$ cat config.mk
export PLATFORM = sky130hd
export DESIGN_NAME = control_unit_flat
export DESIGN_NICKNAME = d
export VERILOG_FILES = /design/src/rtl/cpu_pkg.sv /design/src/rtl/control_unit_if.sv /design/src/rtl/control_unit_pc_ir_regs.sv /design/src/rtl/control_unit.sv /design/src/flat_wrapper.sv
export SDC_FILE = /design/constraint.sdc
export NUM_CORES = 1
export LEC_CHECK = 0
export CORE_ASPECT_RATIO = 0.8
export CORE_MARGIN = 2
export CORE_UTILIZATION = 30
export DETAILED_ROUTE_END_ITERATION = 10
export PLACE_DENSITY = 0.56
export SETUP_SLACK_MARGIN = 0.2
export SYNTH_ARGS = -nofsm -noshare
export SYNTH_HDL_FRONTEND = slang
export SYNTH_SLANG_ARGS = --single-unit
$ cat constraint.sdc
create_clock -name Clock -period 1.9 [get_ports Clock]
set_input_delay 0.57 -clock Clock [delete_from_list [all_inputs] [get_ports Clock]]
set_output_delay 0.57 -clock Clock [all_outputs]
set_load 0.01 [all_outputs]
$ cat src/rtl/cpu_pkg.sv
// Shared encodings for the CPU control unit: opcodes, ALU selects, FSM states
// and the bundle of datapath control outputs.
package cpu_pkg;

  localparam logic [3:0] OP_NOOP  = 4'h0;
  localparam logic [3:0] OP_STORE = 4'h1;
  localparam logic [3:0] OP_LOAD  = 4'h2;
  localparam logic [3:0] OP_ADD   = 4'h3;
  localparam logic [3:0] OP_SUB   = 4'h4;
  localparam logic [3:0] OP_HALT  = 4'h5;

  localparam logic [2:0] ALU_PASS = 3'h0;
  localparam logic [2:0] ALU_ADD  = 3'h1;
  localparam logic [2:0] ALU_SUB  = 3'h2;
  localparam logic [2:0] ALU_INC  = 3'h7;

  localparam logic RF_SEL_DMEM = 1'b1;
  localparam logic RF_SEL_ALU  = 1'b0;

  typedef enum logic [3:0] {
    INIT   = 4'd0,
    FETCH  = 4'd1,
    LATCH  = 4'd2,
    DECODE = 4'd3,
    NOOP   = 4'd4,
    STORE  = 4'd5,
    LOAD_A = 4'd6,
    LOAD_B = 4'd7,
    ADD    = 4'd8,
    SUB    = 4'd9,
    HALT   = 4'd10
  } state_t;

  typedef struct packed {
    logic       im_rd;
    logic [7:0] d_addr;
    logic       d_wr;
    logic       rf_s;
    logic [3:0] rf_w_addr;
    logic       rf_w_en;
    logic [3:0] rf_ra_addr;
    logic [3:0] rf_rb_addr;
    logic [2:0] alu_s0;
    logic       halted;
  } ctrl_t;

  // Undefined opcodes fall through to NOOP.
  function automatic state_t decode_op(input logic [3:0] op);
    case (op)
      OP_NOOP:  return NOOP;
      OP_STORE: return STORE;
      OP_LOAD:  return LOAD_A;
      OP_ADD:   return ADD;
      OP_SUB:   return SUB;
      OP_HALT:  return HALT;
      default:  return NOOP;
    endcase
  endfunction

endpackage

$ cat src/rtl/control_unit_if.sv
// Instruction-ROM and datapath control bundle between the control unit and the
// ROM / register file / data memory it sequences.
interface control_unit_if #(
  parameter int PC_WIDTH = 7,
  parameter int IR_WIDTH = 16
);
  logic [IR_WIDTH-1:0] IR_in;
  logic [PC_WIDTH-1:0] PC_Addr;
  logic                IM_Rd;
  logic [7:0]          D_Addr;
  logic                D_Wr;
  logic                RF_s;
  logic [3:0]          RF_W_Addr;
  logic                RF_W_en;
  logic [3:0]          RF_Ra_Addr;
  logic [3:0]          RF_Rb_Addr;
  logic [2:0]          ALU_s0;
  logic [3:0]          State_out;
  logic                Halted;

  modport master (
    input  IR_in,
    output PC_Addr, IM_Rd, D_Addr, D_Wr, RF_s, RF_W_Addr, RF_W_en,
           RF_Ra_Addr, RF_Rb_Addr, ALU_s0, State_out, Halted
  );

  modport slave (
    output IR_in,
    input  PC_Addr, IM_Rd, D_Addr, D_Wr, RF_s, RF_W_Addr, RF_W_en,
           RF_Ra_Addr, RF_Rb_Addr, ALU_s0, State_out, Halted
  );
endinterface

$ cat src/rtl/control_unit_pc_ir_regs.sv
// Program counter and instruction register; PC wraps modulo 2**PC_WIDTH.
module pc_ir_regs #(
  parameter int PC_WIDTH = 7,
  parameter int IR_WIDTH = 16
) (
  input  logic                clk_sys,
  input  logic                rst,
  input  logic                pc_inc,
  input  logic                ir_load,
  input  logic [IR_WIDTH-1:0] ir_d,
  output logic [PC_WIDTH-1:0] pc,
  output logic [IR_WIDTH-1:0] ir
);

  always_ff @(posedge clk_sys or posedge rst) begin
    if (rst) begin
      pc <= '0;
      ir <= '0;
    end else begin
      if (pc_inc)  pc <= pc + PC_WIDTH'(1);
      if (ir_load) ir <= ir_d;
    end
  end

endmodule

$ cat src/rtl/control_unit.sv
// Instruction sequencer: fetches from a synchronous ROM and drives the datapath
// controls as a Moore decode of the current state and instruction register.
//
// state  | meaning                     state  | meaning
// INIT   | post-reset idle             STORE  | RF[Ra] -> M[addr]
// FETCH  | ROM read at PC              LOAD_A | present addr, wait for q
// LATCH  | IR <= ROM q, PC++           LOAD_B | RF[Rd] <= M[addr]
// DECODE | branch on opcode            ADD    | RF[Rd] <= RF[Ra] + RF[Rb]
// NOOP   | no operation                SUB    | RF[Rd] <= RF[Ra] - RF[Rb]
// HALT   | parked until reset
module control_unit
  import cpu_pkg::*;
#(
  parameter int PC_WIDTH = 7,
  parameter int IR_WIDTH = 16
) (
  input  logic           Clock,
  input  logic           Reset,
  control_unit_if.master bus
);

  state_t              state;
  state_t              state_nxt;
  ctrl_t               ctrl;
  logic                pc_inc;
  logic                ir_load;
  logic [PC_WIDTH-1:0] pc;
  logic [IR_WIDTH-1:0] ir;

  logic [3:0] op;
  logic [3:0] ra;
  logic [3:0] rb;
  logic [3:0] rd;
  logic [7:0] st_addr;
  logic [7:0] ld_addr;

  assign op      = ir[15:12];
  assign ra      = ir[11:8];
  assign rb      = ir[7:4];
  assign rd      = ir[3:0];
  assign st_addr = ir[7:0];
  assign ld_addr = ir[11:4];

  pc_ir_regs #(
    .PC_WIDTH(PC_WIDTH),
    .IR_WIDTH(IR_WIDTH)
  ) u_regs (
    .clk_sys(Clock),
    .rst    (Reset),
    .pc_inc (pc_inc),
    .ir_load(ir_load),
    .ir_d   (bus.IR_in),
    .pc     (pc),
    .ir     (ir)
  );

  always_ff @(posedge Clock or posedge Reset) begin
    if (Reset) state <= INIT;
    else       state <= state_nxt;
  end

  always_comb begin
    state_nxt   = state;
    ctrl        = '0;
    ctrl.alu_s0 = ALU_PASS;
    pc_inc      = 1'b0;
    ir_load     = 1'b0;
    case (state)
      INIT:   state_nxt = FETCH;
      FETCH: begin
        ctrl.im_rd = 1'b1;
        state_nxt  = LATCH;
      end
      LATCH: begin
        ir_load   = 1'b1;
        pc_inc    = 1'b1;
        state_nxt = DECODE;
      end
      DECODE: state_nxt = decode_op(op);
      NOOP:   state_nxt = FETCH;
      STORE: begin
        ctrl.d_addr     = st_addr;
        ctrl.rf_ra_addr = ra;
        ctrl.d_wr       = 1'b1;
        state_nxt       = FETCH;
      end
      // Data memory q is registered on this edge; the write happens in LOAD_B.
      LOAD_A: begin
        ctrl.d_addr = ld_addr;
        state_nxt   = LOAD_B;
      end
      LOAD_B: begin
        ctrl.d_addr    = ld_addr;
        ctrl.rf_s      = RF_SEL_DMEM;
        ctrl.rf_w_addr = rd;
        ctrl.rf_w_en   = 1'b1;
        state_nxt      = FETCH;
      end
      ADD, SUB: begin
        ctrl.rf_ra_addr = ra;
        ctrl.rf_rb_addr = rb;
        ctrl.alu_s0     = (state == ADD) ? ALU_ADD : ALU_SUB;
        ctrl.rf_s       = RF_SEL_ALU;
        ctrl.rf_w_addr  = rd;
        ctrl.rf_w_en    = 1'b1;
        state_nxt       = FETCH;
      end
      HALT: begin
        ctrl.halted = 1'b1;
        state_nxt   = HALT;
      end
      default: state_nxt = INIT;
    endcase
  end

  assign bus.PC_Addr    = pc;
  assign bus.IM_Rd      = ctrl.im_rd;
  assign bus.D_Addr     = ctrl.d_addr;
  assign bus.D_Wr       = ctrl.d_wr;
  assign bus.RF_s       = ctrl.rf_s;
  assign bus.RF_W_Addr  = ctrl.rf_w_addr;
  assign bus.RF_W_en    = ctrl.rf_w_en;
  assign bus.RF_Ra_Addr = ctrl.rf_ra_addr;
  assign bus.RF_Rb_Addr = ctrl.rf_rb_addr;
  assign bus.ALU_s0     = ctrl.alu_s0;
  assign bus.State_out  = state;
  assign bus.Halted     = ctrl.halted;

endmodule
$ cat src/flat_wrapper.sv
// flat-port wrapper written by rule: the top's interface ports become plain ports
module control_unit_flat import cpu_pkg::*;
#(
  parameter int PC_WIDTH = 7,
  parameter int IR_WIDTH = 16
)
  (Clock, Reset, bus_IR_in, bus_PC_Addr, bus_IM_Rd, bus_D_Addr, bus_D_Wr, bus_RF_s, bus_RF_W_Addr, bus_RF_W_en, bus_RF_Ra_Addr, bus_RF_Rb_Addr, bus_ALU_s0, bus_State_out, bus_Halted);
  control_unit_if #(.PC_WIDTH(PC_WIDTH), .IR_WIDTH(IR_WIDTH)) bus_i ();
  input  logic Clock;
  input  logic Reset;
  input wire logic [$bits(bus_i.IR_in)-1:0] bus_IR_in;
  output wire logic [$bits(bus_i.PC_Addr)-1:0] bus_PC_Addr;
  output wire logic [$bits(bus_i.IM_Rd)-1:0] bus_IM_Rd;
  output wire logic [$bits(bus_i.D_Addr)-1:0] bus_D_Addr;
  output wire logic [$bits(bus_i.D_Wr)-1:0] bus_D_Wr;
  output wire logic [$bits(bus_i.RF_s)-1:0] bus_RF_s;
  output wire logic [$bits(bus_i.RF_W_Addr)-1:0] bus_RF_W_Addr;
  output wire logic [$bits(bus_i.RF_W_en)-1:0] bus_RF_W_en;
  output wire logic [$bits(bus_i.RF_Ra_Addr)-1:0] bus_RF_Ra_Addr;
  output wire logic [$bits(bus_i.RF_Rb_Addr)-1:0] bus_RF_Rb_Addr;
  output wire logic [$bits(bus_i.ALU_s0)-1:0] bus_ALU_s0;
  output wire logic [$bits(bus_i.State_out)-1:0] bus_State_out;
  output wire logic [$bits(bus_i.Halted)-1:0] bus_Halted;
  assign bus_i.IR_in = bus_IR_in;
  assign bus_PC_Addr = bus_i.PC_Addr;
  assign bus_IM_Rd = bus_i.IM_Rd;
  assign bus_D_Addr = bus_i.D_Addr;
  assign bus_D_Wr = bus_i.D_Wr;
  assign bus_RF_s = bus_i.RF_s;
  assign bus_RF_W_Addr = bus_i.RF_W_Addr;
  assign bus_RF_W_en = bus_i.RF_W_en;
  assign bus_RF_Ra_Addr = bus_i.RF_Ra_Addr;
  assign bus_RF_Rb_Addr = bus_i.RF_Rb_Addr;
  assign bus_ALU_s0 = bus_i.ALU_s0;
  assign bus_State_out = bus_i.State_out;
  assign bus_Halted = bus_i.Halted;
  control_unit #(.PC_WIDTH(PC_WIDTH), .IR_WIDTH(IR_WIDTH)) u_core (.Clock(Clock), .Reset(Reset), .bus(bus_i));
endmodule
* Yosys cells after proc, flatten, opt, wreduce, memory -nomap -nowiden
Cells that the tools add are included.
** Operators by class
- Multiply operators :: 0
- Reductions and logical operators :: 5
- Mux-type cells :: 11
- Eq/ne operators :: 15
- Add/subtract/negate cells :: 1
- Shift operators :: 0
- Divide/modulo/power cells :: 0
- Bitwise logic cells :: 0
- $lt $le $gt $ge :: 0
** Operators with widths (number)
- 4-bit by 3-bit equality test with 1-bit output (second input constant) :: 6
- 4-bit one-hot mux with 6 select lines :: 1
- 4-bit one-hot mux with 5 select lines :: 1
- 4-bit by 2-bit equality test with 1-bit output (second input constant) :: 4
- 8-bit one-hot mux with 2 select lines :: 1
- 4-bit equality test (second input constant) :: 3
- 6-bit one-hot mux with 2 select lines :: 1
- 4-bit by 1-bit equality test with 1-bit output (second input constant) :: 2
- 7-bit by 1-bit adder with 7-bit output (second input constant) :: 1
- 7-bit two-way mux :: 1
- 6-bit OR reduction :: 1
- 4-bit zero test :: 1
- 1-bit two-way mux :: 4
- 4-bit two-way mux :: 1
- 2-bit OR reduction :: 2
- 3-bit OR reduction :: 1
- 2-bit two-way mux :: 1
** Word-level totals
- Bits in read-only memories :: 0
- Output and inout port bits :: 39
- Latch bits :: 0
- Memory bits (writable) :: 0
- Logic and storage cells :: 35
- Memories :: 0
- Flip-flop bits (word level) :: 27
- Bits of input ports :: 18

* Longest topological paths before layout
Gate-level depths: netlist (run 1).
- Word-level depth :: 3
- Mapped depth :: 5
- Mapped depth without buffers :: 4

* By module
A second synthesis (run 1) with hierarchy kept.
** Second synthesis, totals
- Cell total of the unflattened synthesis :: 135
- Area total of the unflattened synthesis :: 1430.1 um2
** Modules (own cells, without submodules)
- pc_ir_regs :: area each 889.6 um2, cells each 57, seq. area each 575.6 um2, times used 1
- control_unit :: area each 540.5 um2, cells each 78, seq. area each 100.1 um2, times used 1

* Least setup slack after synthesis (run 1)
Ideal clock, no wire load.
- Path kind :: reg2out
- Start :: register u_core.state[3] (netlist: u_core.bus.State_out[3])
- End :: output bus_RF_W_Addr[0]
- Arrival time :: 1.319 ns
- Required time :: 1.330 ns
- Slack :: 0.011 ns
- Stages on the path, launching flop included :: 5
- Buffers on the path :: 1
- Path through :: dfrtp_1 buf_2 nor3b_1 a31o_2 and2_1
** Between the ends
- Cells in the longest elaborated chain, start to end :: 3
- Elaborated cells on any way between the ends :: 5
- Classes of those cells :: eq/ne (3); mux (1); reduce/logical (1)
** RTL lines
- start: declaration :: RTL line control_unit.sv:22 : state_t state;
- start signal: assignment :: RTL line control_unit.sv:59 : else state <= state_nxt;
- 4-bit equality test :: RTL line control_unit.sv:68 : case (state)
- 2-bit OR reduction :: RTL line control_unit.sv:68
- 6-bit one-hot mux with 2 select lines (*) :: RTL line control_unit.sv:68
- end: declaration :: RTL line flat_wrapper.sv:17 : output wire logic [$bits(bus_i.RF_W_Addr)-1:0] bus_RF_W_Addr;
Every way passes the cells marked *; elsewhere a longest branch is shown, timed or not.

* Final worst setup path (run 1)
- Start :: register u_core.state[3] (netlist: u_core.bus.State_out[3])
- End :: output bus_RF_W_Addr[1]
Same word-level chain as after synthesis.

==> flow_summary.toml, run 1 <==
[placed_design]
placed_cell_area_um2 = 2260
dp_hpwl_um = 3020
io_buffers = 55
place_congestion = 0.798
placedCellCount = 262
post-place-ws_ns = -0.271

[critical_path]
path_class = "reg2out"
endpoint_kind = "output pin"
rrSetupSlack_ns = -0.05
critPathRequiredTime_ns = 1.33
r2r_cells = 7
crit_fanout = 6
start_kind = "flip-flop"
cp.arrival_ns = 1.51
worstReg2RegEnd = "u_core.u_regs.ir[10]$_DFFE_PP0N_"
r2r_start = "u_core.bus.State_out[2]$_DFF_PP0_"

[outcome]
violations = "setup timing"
status = "finished with violations"

[worst_hold_path]
min-delay-start = "u_core.u_regs.pc[6]$_DFFE_PP0N_"
min_path_cells = 1
hold_end = "u_core.u_regs.pc[6]$_DFFE_PP0N_"
holdCritPathClass = "reg2reg"

[logic_synthesis]
synthXorXnorAreaFrac_pct = 4.68
synth_simple_gate_area_share_pct = 23.2
synthFlopType = "dfrtp_1"
synth_edf_count = 0
syn_area_per_cell_um2 = 10.7
synth_mux_area_share_pct = 12.8
synth_area_leader_cell = "dfrtp_1"
ys_seq_area_share_pct = 45.1
synth_commonest_cells = "dfrtp_1 (27), and2_1 (12), mux2_2 (9), mux2_1 (8), nand3b_1 (8)"
ys_warn_count = 0
synth_area_um2 = 1500
synth_top_family_by_area = "simple AND/OR/NAND/NOR gates"
ys_ff_latch = 27
synth_compound_area_share_pct = 7.77
syn_nets = 159
synthArstFlopShare_pct = 100
synth_most_common_cell = "dfrtp_1"
synth_fa_ha_area_share_pct = 0.835
synth_cells = 140
synth_area_leaders = "dfrtp_1 (45%), mux2_2 (6.8%), mux2_1 (6.0%)"
synth.distinct_cells = 35
synth_top_area_share_pct = 45.1

[final_layout]
drive_above_1_share_pct = 53.4
fill_cells = 402
design_area_um2 = 2710
utilization_pct = 57.6
multi_input_comb_area_um2 = 922
layout.nets = 256
area_growth_pct = 81.0
antennaDiodeCount = 0
finalNonFillerCells = 296
register_area_um2 = 679

[global_routing]
grt_pass1_vias = 1463
grt_use_met1_pct = 22.6
grt_max_degree = 28
gr-usage-met3_pct = 3.79
grt_use_total_pct = 16.9
antenna_found_initial = 0
gr-usage-met2_pct = 29.6
grt_busiest_layer = "met2"
gr-total-overflow = 0
grt_pass1_wl_um = 7490

[timing]
setup_violations = 36
fin_skew_ns = 0.0107
layout_setup_ws_ns = -0.177
drv_slew = 0
clock.fmax_mhz = 482
fin_crit_ns = 2.08
finalHoldViolCount = 0
rsz0062_at_grt = "true"
holdWs_ns = 0.474
fin_crit_sh_pct = 109
setup-tns-final_ns = -2.36

[power_and_ir_drop]
peakVddDrop_uv = 849
intPower_mw = 2.66
p_sw_mw = 1.58
swShare_pct = 37.3
power_density_nw_per_um2 = 1570
total_power_mw = 4.24
clockPowerShare_pct = 7.7
p_leak_nw = 1.26
pwr-share-seq_pct = 27.5
comb_power_share_pct = 64.9

[routing]
drt_iter0_drc = 46
firstDrtPassIters = 4
post_drt_via_cell_ratio = 4.72
vias = 1397
detail_route.wl_per_cell_um = 16.5
route.antenna.remaining_nets = 0
wirelength_um = 4890
post-route-drc-count = 0

[clock_tree]
htreeDepth = 1
clkLatencyLatePin_ns = 0.27
ctsRootBufferMaster = "clkbuf_8"
clock-sinks = 27
cts_hold_buf = 0
numCtsBuffers = 3
cts_tree = "built"
path_clk_slew_ns = 0.10
ctsLongestPathBuffers = 2

[floorplanning]
initial_core_util_pct = 31.8
core_area_um2 = 4710
die_area_um2 = 5580
rows = 22
die_y_um = 67.2
die_x_um = 83.0
ios = 57

[run]
maxCapViolations = 0
-- worst max-delay path by stage --
| stage | from | endpoint | slack, ns | cells past startpoint |
|---|---|---|---|---|
| 5_1_grt | u_core.bus.State_out[3]$_DFF_PP0_ | bus_RF_W_Addr[1] | -0.23 | 6 |
| 2_1_floorplan | u_core.bus.State_out[1]$_DFF_PP0_ | bus_D_Addr[1] | 0.17 | 4 |
| 3_3_place_gp | u_core.bus.State_out[3]$_DFF_PP0_ | bus_D_Addr[6] | -0.25 | 3 |
| 4_1_cts | u_core.bus.State_out[2]$_DFF_PP0_ | bus_RF_W_Addr[1] | -0.17 | 5 |
| 6_report | u_core.bus.State_out[3]$_DFF_PP0_ | bus_RF_W_Addr[1] | -0.18 | 5 |
| 3_5_place_dp | u_core.bus.State_out[3]$_DFF_PP0_ | bus_D_Addr[3] | -0.27 | 3 |
-- flip-flops by register name, summed over array words and instances (netlist names) --
name / count
u_core.u_regs.pc: 7
u_core.bus.State_out: 4
u_core.u_regs.ir: 16
-- power groups by stage --
stage	logic [mW]	registers, mW	clock network [mW]
5_1_grt	2.93	1.21	0.366
6_report	2.75	1.16	0.326
3_5_place_dp	1.89	1.18	0
4_1_cts	2.32	1.15	0.339
3_3_place_gp	1.87	1.17	0
2_1_floorplan	1.12	1.09	0
-- logic make-up (layout without fill, tap and decap cells) --
family                   Yosys count  after routing
flip-flops                        27             27
multiplexers                      17             17
AO/OA/AOI/OAI                     17             17
AND/OR/NAND/NOR                   56             56
XOR/XNOR                           8              8
buffers and inverters             13            109
other                              1              1
adder cells (fa/ha/maj)            1              1
-- worst max-delay path, cell delays in order, from the launching register on --
cell and delay [ns]:
dfrtp_2 0.46, nor3b_4 0.18, a31o_4 0.22, buf_6 0.11
and2_4 0.14, buf_6 0.11
-- repair_timing --
item	4_1_cts	5_1_grt
resized for setup	172	20
setup endpoints to repair	46	54
buffers inserted	19	9
pin swaps	15	7
cloned	0	2
-- cell usage in the layout, fill, tap and decap left out, types with 5 or more instances in the layout --
cell type / count
buf_6: 23
buf_4: 27
buf_2: 18
and2_1: 5
dfrtp_1: 24
nand3b_1: 8
buf_12: 6
and2_4: 7
dlygate4sd2_1: 8
xnor2_1: 6
mux2_4: 11
nand2_1: 6
clkdlybuf4s50_1: 17
-- layer usage --
metal,up-vias,share of wire [%]
li1,673,-
met1,677,46
met2,43,49
met3,4,3.9
met4,0,0.74
met5,-,0
-- cell type report --
class	count	share of cell area (%)
Clock buffer	4	1.66
Inverter	2	0.277
Multi-Input combinational cell	100	34.0
Sequential cell	27	25.1
Tap cell	60	2.77
Timing Repair Buffer	103	36.2
(Power assumes the default switching activity.)
==> inputs of run 2 (changes only) <==
Settings changed: CORE_UTILIZATION 30 to 40, PLACE_DENSITY 0.56 to 0.72.
==> run 2 against run 1 <==
Against the previous run:
- the run still ends with setup timing left
- first-iteration DRC count is 61% higher
- flip-flop and latch count stayed put
- worst hold slack better by 0.0032 ns
- non-clock buffer count is 1 lower
- critical path depth stayed put
- combinational power is 3% higher
- sequential share of layout area is 0.19 points higher
==> flow_summary.toml, run 2 (same netlist as run 1, synthesis figures left out) <==
[outcome]
status = "finished with violations"
violations = "setup timing"

[final_layout]
layout_commonest_cell = "buf_6"
layout.nets = 256
mostFrequentLayoutCells = "buf_6 (27), buf_4 (25), dfrtp_1 (24)"
drive_above_1_share_pct = 56.8
antennaDiodeCount = 0
design_area_um2 = 2690
largest_reg_flops = 16
area_growth_pct = 79.7
largest_register = "u_core.u_regs.ir"
finalNonFillerCells = 278

[floorplanning]
die_area_um2 = 4250
core_area_um2 = 3520
initial_core_util_pct = 42.6
ios = 57
die_y_um = 58.7
die_x_um = 72.4
rows = 19

[clock_tree]
cts_hold_buf = 0
ctsRootBufferMaster = "clkbuf_8"
clkLatencyLatePin_ns = 0.27
htreeDepth = 1
path_clk_slew_ns = 0.10
ctsLongestPathBuffers = 2
numCtsBuffers = 3
cts_tree = "built"
clock-sinks = 27

[timing]
drv_slew = 0
finalHoldViolCount = 0
fin_crit_sh_pct = 110
fin_crit_ns = 2.09
layout_setup_ws_ns = -0.187
setup_violations = 44
rsz0062_at_grt = "true"
fin_skew_ns = 0.00877
clock.fmax_mhz = 479

[global_routing]
grt_use_total_pct = 21.2
grt_pass1_vias = 1339
gr-total-overflow = 0
grt_max_degree = 28
antenna_found_initial = 0
grt_pass1_wl_um = 6880

[power_and_ir_drop]
p_leak_nw = 1.32
peakVddDrop_uv = 844
total_power_mw = 4.34
power_density_nw_per_um2 = 1610

[routing]
post-route-drc-count = 0
firstDrtPassIters = 4
post_drt_via_cell_ratio = 5.36
drt_iter0_drc = 74
detail_route.wl_per_cell_um = 18.9
vias = 1489
wirelength_um = 5250
route.antenna.remaining_nets = 0

[placed_design]
placed_cell_area_um2 = 2230
post-place-ws_ns = -0.279
place_congestion = 0.880
io_buffers = 55
dp_hpwl_um = 2800
placedCellCount = 245

[critical_path]
worstReg2RegEnd = "u_core.u_regs.ir[12]$_DFFE_PP0N_"
endpoint = "bus_RF_Ra_Addr[2]"
r2r_start = "u_core.bus.State_out[2]$_DFF_PP0_"
cp.arrival_ns = 1.52
start_kind = "flip-flop"
rrSetupSlack_ns = -0.11
critPathRequiredTime_ns = 1.33
r2r_cells = 8
crit_fanout = 4
crit_path_start = "u_core.bus.State_out[3]$_DFF_PP0_"
path_class = "reg2out"
endpoint_kind = "output pin"

[run]
maxCapViolations = 0

[worst_hold_path]
holdCritPathClass = "reg2reg"
## run 2: layout make-up
| cell class | instances | area [µm²] |
|---|---|---|
| Sequential cell | 27 | 679 |
| Timing Repair Buffer | 102 | 922 |
| Tap cell | 42 | 52.6 |
| Clock buffer | 4 | 45.0 |
| Fill cell | 236 | 827 |
| Inverter | 2 | 7.51 |
| Multi-Input combinational cell | 101 | 985 |
## run 2: per-layer routing
layer,wire length [µm],global-route usage (%)
met3,309,3.60
met4,97,5.82
met1,2110,26.6
met2,2730,37.9
met5,0,0
## run 2: through the flow
| stage | hold slack, ns | util (%) | TNS (ns) |
|---|---|---|---|
| after detailed placement | 0.470 | 63.4 | -4.37 |
| after global placement | 0.461 | 63.4 | -3.76 |
| after CTS | 0.470 | 69.5 | -1.35 |
| after floorplan | 0.472 | - | 0 |
| final | 0.477 | 76.5 | -3.71 |
| after global routing | 0.509 | 76.5 | -5.61 |
## run 2: worst min path at each step
stage	cells past startpoint	slack (ns)	to	startpoint
finish	1	0.48	u_core.u_regs.pc[6]$_DFFE_PP0N_	u_core.u_regs.pc[6]$_DFFE_PP0N_
global route	1	0.51	u_core.u_regs.pc[5]$_DFFE_PP0N_	u_core.u_regs.pc[5]$_DFFE_PP0N_
CTS	1	0.47	u_core.u_regs.pc[6]$_DFFE_PP0N_	u_core.u_regs.pc[6]$_DFFE_PP0N_
detailed placement	1	0.47	u_core.u_regs.pc[6]$_DFFE_PP0N_	u_core.u_regs.pc[6]$_DFFE_PP0N_
global placement	1	0.46	u_core.u_regs.pc[6]$_DFFE_PP0N_	u_core.u_regs.pc[6]$_DFFE_PP0N_
floorplan	1	0.47	u_core.u_regs.ir[8]$_DFFE_PP0N_	u_core.u_regs.ir[8]$_DFFE_PP0N_
## run 2: report_power, final
part / switching [mW] / internal [mW] / total (mW)
Clock: 0.179 / 0.150 / 0.329
Combinational: 1.15 / 1.66 / 2.82
Sequential: 0.346 / 0.847 / 1.19
Total: 1.68 / 2.66 / 4.34
## run 2: timing repair
| item | 4_1_cts | 5_1_grt |
|---|---|---|
| gates cloned | 2 | 4 |
| pin swaps | 19 | 14 |
| endpoints found under the setup margin | 56 | 54 |
| buffers inserted | 17 | 6 |
| gates resized for setup | 169 | 35 |
## run 2: critical path, cell delays in order (launching register included)
cell	delay, ns
dfrtp_2	0.45
buf_6	0.12
nand3b_1	0.19
a21oi_2	0.21
and2_1	0.15
buf_2	0.12
